## src/rtl/perf_counter_reader_if.sv

```systemverilog
// Snapshot port from the perf counter reader to the CSR block: valid/ready with a wide total.
// The reader side drives valid and data; the CSR side drives ready.
interface perf_counter_reader_if #(
    parameter int ACC_WIDTH = 16
);
    logic                 rd_valid;
    logic                 rd_ready;
    logic [ACC_WIDTH-1:0] rd_data;

    modport master (output rd_valid, output rd_data, input rd_ready);
    modport slave  (input rd_valid, input rd_data, output rd_ready);
endinterface

```

## src/rtl/perf_counter_reader.sv

```systemverilog
// Purpose: pulses sw_req_o periodically (or on demand) and folds the returned count into a running total.
// Latency: the total appears on rd one cycle after the sw_req_o cycle. PERF_RD_SATURATE_EN selects saturate over wrap.
// Backpressure: none on sampling; an unaccepted snapshot is overwritten by the next one (latest wins).
module perf_counter_reader #(
    parameter int CNT_WIDTH = 4,
    parameter int ACC_WIDTH = 16,
    parameter int PERIOD    = 8
) (
    input  logic                  clk,
    input  logic                  reset,
    input  logic                  en_i,
    input  logic                  sample_now_i,
    input  logic                  clear_i,
    output logic                  sw_req_o,
    input  logic [CNT_WIDTH-1:0]  p_count_i,
    perf_counter_reader_if.master rd,
    output logic                  overflow_o
);

    typedef enum logic [1:0] {
        ST_IDLE = 2'd0,
        ST_WAIT = 2'd1,
        ST_REQ  = 2'd2
    } state_t;

    localparam logic [CNT_WIDTH-1:0] RELOAD = CNT_WIDTH'(PERIOD - 1);

    state_t               state_q, state_d;
    logic [CNT_WIDTH-1:0] cnt_q, cnt_d;
    logic                 sw_req_q, sw_req_d;
    logic [ACC_WIDTH-1:0] total_q, total_d;
    logic [ACC_WIDTH-1:0] rd_data_q, rd_data_d;
    logic                 rd_valid_q, rd_valid_d;
    logic                 overflow_q, overflow_d;

    logic [ACC_WIDTH-1:0] base;
    logic [ACC_WIDTH:0]   sum;
    logic [ACC_WIDTH-1:0] total_nxt;

    always_comb begin
        state_d = state_q;
        cnt_d   = cnt_q;
        case (state_q)
            ST_IDLE: begin
                if (sample_now_i) begin
                    state_d = ST_REQ;
                end else if (en_i) begin
                    state_d = ST_WAIT;
                    cnt_d   = RELOAD;
                end
            end
            ST_WAIT: begin
                if (sample_now_i) begin
                    state_d = ST_REQ;
                    cnt_d   = '0;
                end else if (!en_i) begin
                    state_d = ST_IDLE;
                    cnt_d   = '0;
                end else if (cnt_q <= CNT_WIDTH'(1)) begin
                    // The decremented count reaching zero fires the request.
                    state_d = ST_REQ;
                    cnt_d   = '0;
                end else begin
                    cnt_d = cnt_q - CNT_WIDTH'(1);
                end
            end
            ST_REQ: begin
                if (en_i) begin
                    state_d = ST_WAIT;
                    cnt_d   = RELOAD;
                end else begin
                    state_d = ST_IDLE;
                    cnt_d   = '0;
                end
            end
            default: begin
                state_d = ST_IDLE;
                cnt_d   = '0;
            end
        endcase
        sw_req_d = (state_d == ST_REQ);
    end

    always_comb begin
        // A clear in the request cycle restarts the total from this sample.
        base = clear_i ? '0 : total_q;
        sum  = {1'b0, base} + {{(ACC_WIDTH + 1 - CNT_WIDTH){1'b0}}, p_count_i};
`ifdef PERF_RD_SATURATE_EN
        total_nxt = sum[ACC_WIDTH] ? {ACC_WIDTH{1'b1}} : sum[ACC_WIDTH-1:0];
`else
        total_nxt = sum[ACC_WIDTH-1:0];
`endif
        total_d    = sw_req_q ? total_nxt : base;
        overflow_d = (clear_i ? 1'b0 : overflow_q) | (sw_req_q & sum[ACC_WIDTH]);
        rd_valid_d = sw_req_q | (rd_valid_q & ~rd.rd_ready);
        rd_data_d  = sw_req_q ? total_nxt : rd_data_q;
    end

    always_ff @(posedge clk or negedge reset) begin
        if (!reset) begin
            state_q    <= ST_IDLE;
            cnt_q      <= '0;
            sw_req_q   <= 1'b0;
            total_q    <= '0;
            rd_data_q  <= '0;
            rd_valid_q <= 1'b0;
            overflow_q <= 1'b0;
        end else begin
            state_q    <= state_d;
            cnt_q      <= cnt_d;
            sw_req_q   <= sw_req_d;
            total_q    <= total_d;
            rd_data_q  <= rd_data_d;
            rd_valid_q <= rd_valid_d;
            overflow_q <= overflow_d;
        end
    end

    assign sw_req_o    = sw_req_q;
    assign rd.rd_valid = rd_valid_q;
    assign rd.rd_data  = rd_data_q;
    assign overflow_o  = overflow_q;

endmodule

```

## src/flat_wrapper.sv

```systemverilog
// flat-port wrapper written by rule: the top's interface ports become plain ports
module perf_counter_reader_flat 
#(
    parameter int CNT_WIDTH = 4,
    parameter int ACC_WIDTH = 16,
    parameter int PERIOD    = 8
)
  (clk, reset, en_i, sample_now_i, clear_i, sw_req_o, p_count_i, overflow_o, rd_rd_valid, rd_rd_data, rd_rd_ready);
  perf_counter_reader_if #(.ACC_WIDTH(ACC_WIDTH)) rd_i ();
  input  logic clk;
  input  logic reset;
  input  logic en_i;
  input  logic sample_now_i;
  input  logic clear_i;
  output logic sw_req_o;
  input  logic [CNT_WIDTH-1:0] p_count_i;
  output logic overflow_o;
  output wire logic [$bits(rd_i.rd_valid)-1:0] rd_rd_valid;
  output wire logic [$bits(rd_i.rd_data)-1:0] rd_rd_data;
  input wire logic [$bits(rd_i.rd_ready)-1:0] rd_rd_ready;
  assign rd_rd_valid = rd_i.rd_valid;
  assign rd_rd_data = rd_i.rd_data;
  assign rd_i.rd_ready = rd_rd_ready;
  perf_counter_reader #(.CNT_WIDTH(CNT_WIDTH), .ACC_WIDTH(ACC_WIDTH), .PERIOD(PERIOD)) u_core (.clk(clk), .reset(reset), .en_i(en_i), .sample_now_i(sample_now_i), .clear_i(clear_i), .sw_req_o(sw_req_o), .p_count_i(p_count_i), .rd(rd_i), .overflow_o(overflow_o));
endmodule
```

## config.mk

```make
export PLATFORM = sky130hd
export DESIGN_NAME = perf_counter_reader_flat
export DESIGN_NICKNAME = d
export VERILOG_FILES = /design/src/rtl/perf_counter_reader_if.sv /design/src/rtl/perf_counter_reader.sv /design/src/flat_wrapper.sv
export SDC_FILE = /design/constraint.sdc
export NUM_CORES = 1
export LEC_CHECK = 0
export CORE_MARGIN = 2
export CORE_UTILIZATION = 59
export CTS_BUF_LIST = sky130_fd_sc_hd__clkbuf_4 sky130_fd_sc_hd__clkbuf_8 sky130_fd_sc_hd__clkbuf_16
export DETAILED_ROUTE_END_ITERATION = 16
export HOLD_SLACK_MARGIN = 0.06
export PLACE_DENSITY = 0.85
export SLEW_MARGIN = 10
export SYNTH_ARGS = -nofsm -noshare
export SYNTH_HDL_FRONTEND = slang
export SYNTH_SLANG_ARGS = --single-unit
```

## constraint.sdc

```tcl
create_clock -name clk -period 6.1 [get_ports clk]
set_clock_uncertainty 0.05 [all_clocks]
set_input_delay 0.915 -clock clk [delete_from_list [all_inputs] [get_ports clk]]
set_output_delay 0.915 -clock clk [all_outputs]
set_load 0.005 [all_outputs]
```

==> results of run 1 <==
-- registers in the layout, summed over array words and instances (netlist names) --
signal and count:
u_core.rd.rd_data 16, u_core.overflow_o 1, u_core.cnt_q 4, u_core.rd.rd_valid 1, u_core.sw_req_o 1, u_core.total_q 16
u_core.state_q 2
-- stage by stage --
stage	power (mW)	worst slack (ps)	util
after CTS	0.639	2470	0.716
after floorplan	0.408	3150	-
after detailed placement	0.466	2160	0.692
after global routing	0.672	2240	0.716
final	0.635	2470	0.716
after global placement	0.462	2220	0.692
-- report_power, final --
part	internal, mW	total, mW	switching [mW]
clock	0.0838	0.174	0.0905
combinational	0.0714	0.135	0.0638
sequential	0.300	0.326	0.0257
-- cell type report --
type | count | area [µm²]
clock inverter | 2 | 10.0
inverter | 16 | 60.1
clock buffer | 6 | 76.3
tap | 48 | 60.1
multi-input combinational | 158 | 1090
fill | 289 | 1030
sequential | 41 | 1030
timing repair buffer | 28 | 275
-- tightest hold or removal path: stages (launching register included) --
cell	delay [ps]
dfrtp_1	350
nand2_1	60
o31ai_1	50
-- how the worst max path moves through the flow --
stage	end	depth (start not counted)	slack, ps
after global routing	u_core.rd.rd_data[14]$_DFFE_PN0P_	10	2240
after floorplan	u_core.rd.rd_data[4]$_DFFE_PN0P_	10	3150
after global placement	u_core.rd.rd_data[4]$_DFFE_PN0P_	10	2220
after CTS	u_core.rd.rd_data[4]$_DFFE_PN0P_	10	2470
final	u_core.rd.rd_data[4]$_DFFE_PN0P_	10	2470
after detailed placement	u_core.rd.rd_data[4]$_DFFE_PN0P_	10	2160
-- kinds of logic (layout without fill, tap and decap cells) --
group / after synthesis / after routing / share of synthesized area
flip-flops: 41 / 41 / 0.461
adder cells (fa/ha/maj): 7 / 7 / 0.0427
AND/OR/NAND/NOR: 79 / 79 / 0.192
XOR/XNOR: 21 / 21 / 0.0827
AO/OA/AOI/OAI: 50 / 50 / 0.169
multiplexers: 1 / 1 / 0.00506
buffers and inverters: 23 / 52 / 0.0478
-- per-layer routing --
layer,wire (µm),share of wire,GRT usage
met2,1940,0.47,0.351
met5,0,0,0
met1,1940,0.47,0.301
met4,42,0.010,0.0547
met3,210,0.051,0.0531
-- cells in the final DEF (no fill, tap or decap), types with 3 or more instances in the layout --
cell	instances
nand4_1	3
nor2_1	21
xor2_1	10
nand4b_1	3
clkdlybuf4s50_1	27
nand3_1	9
nand2_1	15
o2bb2ai_1	3
dfrtp_1	41
nand2b_1	7
a21oi_1	10
xnor2_1	11
o21ai_0	10
ha_1	6
inv_1	16
clkbuf_8	5
a21bo_2	3
nor2b_1	6
==> metrics.yaml, run 1 <==
sta:
  slew_violations: 0
  fmax_mhz: 276
  period_share: 0.594
  finalSetupTns_ps: 0
  fin_crit_ps: 3630
  max_slew_margin: 0.365
  tightestPinTransition_ps: 952
  whs_ps: 443
  setup_viol: 0
  rsz0062_at_grt: "no"
  hold_viol: 0
power_and_ir_drop:
  power_density_nw_per_um2: 244
  p_leak_nw: 1.11
  ir_drop_v: 0.000158
critical_path:
  ff2ff_setup_slack_ps: 3740
  cp_data_arrival_time_ps: 3760
  cp.buffers_inverters: 2
  reg2reg_from: "u_core.total_q[0]$_DFF_PN0_"
  r2r_end: "u_core.rd.rd_data[4]$_DFFE_PN0P_"
  max_stage_delay_ps: 810
  cp_max_fo: 24
  endpoint_kind: "flip-flop"
  crit_chain: "clkdlybuf4s50_1 -> nor2b_1 -> ha_1 -> inv_1 -> fa_1 -> and2b_4 -> o21ai_2 -> and2_1 -> xor2_1 -> mux2_2"
  startpoint_type: "input pin"
  critPathTopFamily: "buffers and inverters"
  r2r.worst_path.cells: 9
  crit_path_top_delay_cell: "clkdlybuf4s50_1"
  crit_start: "clear_i"
  crit_type: "input pin to flip-flop"
  crit_required_ps: 6230
clocking:
  ctsHoldBuffers: 0
  cts_tree: "yes"
  ctsLongestPathBuffers: 2
  cts-root-buf: "clkbuf_8"
  cts-htree-levels: 2
  clock_latency_ps: 290
  clock_sinks: 41
  clk_pin_slew_ps: 80
  cts_buffers: 5
  postCtsSetupBuffers: 0
  cts-resized-gates: 0
floorplan:
  die_w_um: 65.4
  ios: 29
  die_h_um: 65.4
  core_area_um2: 3630
  placementRows: 22
  die-area_um2: 4280
  start_util: 0.612
min_path:
  hp-class: "flip-flop to flip-flop"
  whs_path_depth: 2
  min-delay-start: "u_core.rd.rd_data[8]$_DFFE_PN0P_"
  min_to: "u_core.rd.rd_data[8]$_DFFE_PN0P_"
yosys:
  ys_ff_latch: 41
  async_flop_share: 1.00
  syn_inst: 222
  synth-edff-count: 0
  synth_nets: 239
  yosysTopAreaCell: "dfrtp_1"
  yosys-top-cells-count: "41 x dfrtp_1, 21 x nor2_1, 16 x inv_1"
  ys_warn_count: 0
  ys.flop_type: "dfrtp_1"
  synth_most_common_cell: "dfrtp_1"
  synthTopCellsByArea: "dfrtp_1 46%, xnor2_1 4.3%, xor2_1 3.9%"
  synth_top_area_frac: 0.461
  synth_cell_types: 51
  synth_area_um2: 2220
  seq_area_frac_synth: 0.461
  avgSynthCellArea_um2: 10.0
flow_run:
  drv_cap: 0
drt:
  viasPerCell: 5.62
  wirelength_um: 4130
  via_count: 1681
  ant_nets: 0
  drtIter0Drc: 67
  wl_per_cell_um: 13.8
  drcViolationCount: 0
  drt-pass1-iter-count: 4
place:
  hpwl_um: 2900
  place_congestion: 0.854
  place_area_um2: 2510
  io_buffers: 28
  place_inst: 291
grt:
  grt_pass1_vias: 1581
  grt-ovfl-total: 0
  grtUsageTotal: 0.219
  antenna_found_initial: 0
  grt_max_degree: 42
  grt_pass1_wl_um: 7180
final_layout:
  final_cells: 299
  fin_area_um2: 2600
  synthToLayoutAreaGrowth_pct: 16.9
  diodes: 0
  drive_gt1_frac: 0.108
  final_nets: 267
run_status:
  status: "finished clean"
(Power assumes the default switching activity.)
==> run 2: changes to the inputs <==
--- a/config.mk
+++ b/config.mk
@@ -6,11 +6,11 @@
 export NUM_CORES = 1
 export LEC_CHECK = 0
 export CORE_MARGIN = 2
-export CORE_UTILIZATION = 59
+export CORE_UTILIZATION = 49
 export CTS_BUF_LIST = sky130_fd_sc_hd__clkbuf_4 sky130_fd_sc_hd__clkbuf_8 sky130_fd_sc_hd__clkbuf_16
 export DETAILED_ROUTE_END_ITERATION = 16
 export HOLD_SLACK_MARGIN = 0.06
-export PLACE_DENSITY = 0.85
+export PLACE_DENSITY = 0.75
 export SLEW_MARGIN = 10
 export SYNTH_ARGS = -nofsm -noshare
 export SYNTH_HDL_FRONTEND = slang
==> constraint.sdc (replaced) <==
create_clock -name clk -period 3.3 [get_ports clk]
set_clock_uncertainty 0.05 [all_clocks]
set_input_delay 0.495 -clock clk [delete_from_list [all_inputs] [get_ports clk]]
set_output_delay 0.495 -clock clk [all_outputs]
set_load 0.005 [all_outputs]
==> metrics.yaml, run 2 (synthesis gave the netlist of run 1 again) <==
run_status:
  status: "finished clean"
grt:
  grt_pass1_wl_um: 7950  # +11%
  grt_max_degree: 42  # unchanged
  grtUsageMet3: 0.0563  # +0.00318
  grt_use_met2: 0.303  # -0.0473
  grt_use_met1: 0.274  # -0.0274
  grt_pass1_vias: 1693  # +7.1%
  antenna_found_initial: 0  # unchanged
  busiest_layer: "met2"
  grtUsageTotal: 0.200  # -0.0191
  grt-ovfl-total: 0  # unchanged
clocking:
  cts_buffers: 5  # unchanged
  postCtsSetupBuffers: 0  # unchanged
  clk_pin_slew_ps: 80  # about the same
  ctsHoldBuffers: 0  # unchanged
  cts_tree: "yes"
  ctsLongestPathBuffers: 2  # unchanged
  cts-root-buf: "clkbuf_8"
  cts-htree-levels: 2  # unchanged
  clock_sinks: 41  # unchanged
  cts-resized-gates: 0  # unchanged
  clock_latency_ps: 300  # about the same
critical_path:
  reg2reg_from: "u_core.total_q[0]$_DFF_PN0_"
  r2r.worst_path.cells: 9  # unchanged
  r2r_end: "u_core.rd.rd_data[14]$_DFFE_PN0P_"
  crit_required_ps: 3420  # -2810 ps
  startpoint_type: "input pin"
  crit_type: "input pin to flip-flop"
  cp_data_arrival_time_ps: 2950  # -810 ps
  endpoint_kind: "flip-flop"
  cp_max_fo: 5  # -79%
  ff2ff_setup_slack_ps: 890  # -2850 ps
power_and_ir_drop:
  p_leak_nw: 1.13  # +2.1%
  ir_drop_v: 0.000364  # +130%
  power_density_nw_per_um2: 485  # +99%
floorplan:
  start_util: 0.511  # -0.101
  placementRows: 24  # +9.1%
  die-area_um2: 5100  # +19%
  ios: 29  # unchanged
  die_h_um: 71.4  # +9.1%
  core_area_um2: 4350  # +20%
  die_w_um: 71.4  # +9.1%
drt:
  drtIter0Drc: 129  # +93%
  wl_per_cell_um: 14.9  # +7.8%
  wirelength_um: 4540  # +10%
  drt-pass1-iter-count: 4  # unchanged
  ant_nets: 0  # unchanged
  via_count: 1689  # +0.48%
  viasPerCell: 5.54  # -1.5%
  drcViolationCount: 0  # unchanged
sta:
  slew_violations: 0  # unchanged
  max_slew_margin: 0.402  # +0.0369
  period_share: 0.858
  hold_viol: 0  # unchanged
  finalSetupTns_ps: 0  # unchanged
  fmax_mhz: 353
  rsz0062_at_grt: "no"
  setup_viol: 0  # unchanged
  tightestPinTransition_ps: 897  # -55.3 ps
  fin_crit_ps: 2830
  whs_ps: 271  # -172 ps
flow_run:
  drv_cap: 0  # unchanged
final_layout:
  final.fill_count: 381  # +32%
  synthToLayoutAreaGrowth_pct: 19.3
  final_cell_mix: "41 x dfrtp_1, 27 x clkdlybuf4s50_1, 21 x nor2_1"
  final_common_cell: "dfrtp_1"
  final_nets: 269  # +0.75%
  regArea_um2: 1030  # unchanged
  multiInputGateArea_um2: 1090  # unchanged
  drive_gt1_frac: 0.115  # +0.00705
  diodes: 0  # unchanged
  fin_area_um2: 2650  # +2.1%
place:
  hpwl_um: 3130  # +7.8%
  place_congestion: 0.865  # +1.3%
  io_buffers: 28  # unchanged
  place_area_um2: 2530  # +0.80%
min_path:
  hp-class: "input pin to asynchronous set/reset pin"
-- run 2: worst max-delay path by stage --
stage / slack [ps] / endpoint / start / depth (start not counted)
global route: 370 / u_core.rd.rd_data[4]$_DFFE_PN0P_ / clear_i / 10
CTS: 480 / u_core.rd.rd_data[4]$_DFFE_PN0P_ / clear_i / 10
floorplan: 770 / u_core.rd.rd_data[4]$_DFFE_PN0P_ / clear_i / 10
global placement: 260 / u_core.rd.rd_data[4]$_DFFE_PN0P_ / clear_i / 10
finish: 470 / u_core.rd.rd_data[14]$_DFFE_PN0P_ / clear_i / 10
detailed placement: 180 / u_core.rd.rd_data[4]$_DFFE_PN0P_ / clear_i / 10
-- run 2: metal layers --
| metal | wire, µm | vias to the layer above | part of all wire |
|---|---|---|---|
| li1 | - | 832 | - |
| met1 | 2110 | 813 | 0.46 |
| met2 | 2210 | 42 | 0.49 |
| met3 | 197 | 2 | 0.043 |
| met4 | 25 | 0 | 0.0055 |
| met5 | 0 | - | 0 |
-- run 2: stage by stage --
step	setup slack (ps)	std cells	util	power (mW)
5_1_grt	366	305	0.609	1.37
4_1_cts	484	305	0.609	1.30
6_report	469	305	0.609	1.29
2_1_floorplan	769	222	-	0.753
3_5_place_dp	177	297	0.582	0.871
3_3_place_gp	258	297	0.582	0.862
-- run 2: report_power, final --
group          internal, mW  switching, mW  total [mW]
Combinational         0.135          0.129       0.264
Sequential            0.554         0.0410       0.595
Clock                 0.255          0.173       0.428
-- run 2: worst max-delay path: stages --
cell,delay (ps)
clkdlybuf4s50_1,510
nor2b_1,210
ha_1,230
inv_1,70
fa_1,400
and2b_4,290
o21ai_2,80
and2_1,220
o311ai_1,320
nand3_1,120
-- run 2: cell type report --
type / instances / area share
flip-flops and latches: 41 / 0.387
inverters: 16 / 0.0226
clock buffers: 7 / 0.0339
well taps: 52 / 0.0245
repair buffers: 30 / 0.109
clock inverters: 1 / 0.0113
multi-input cells: 158 / 0.412
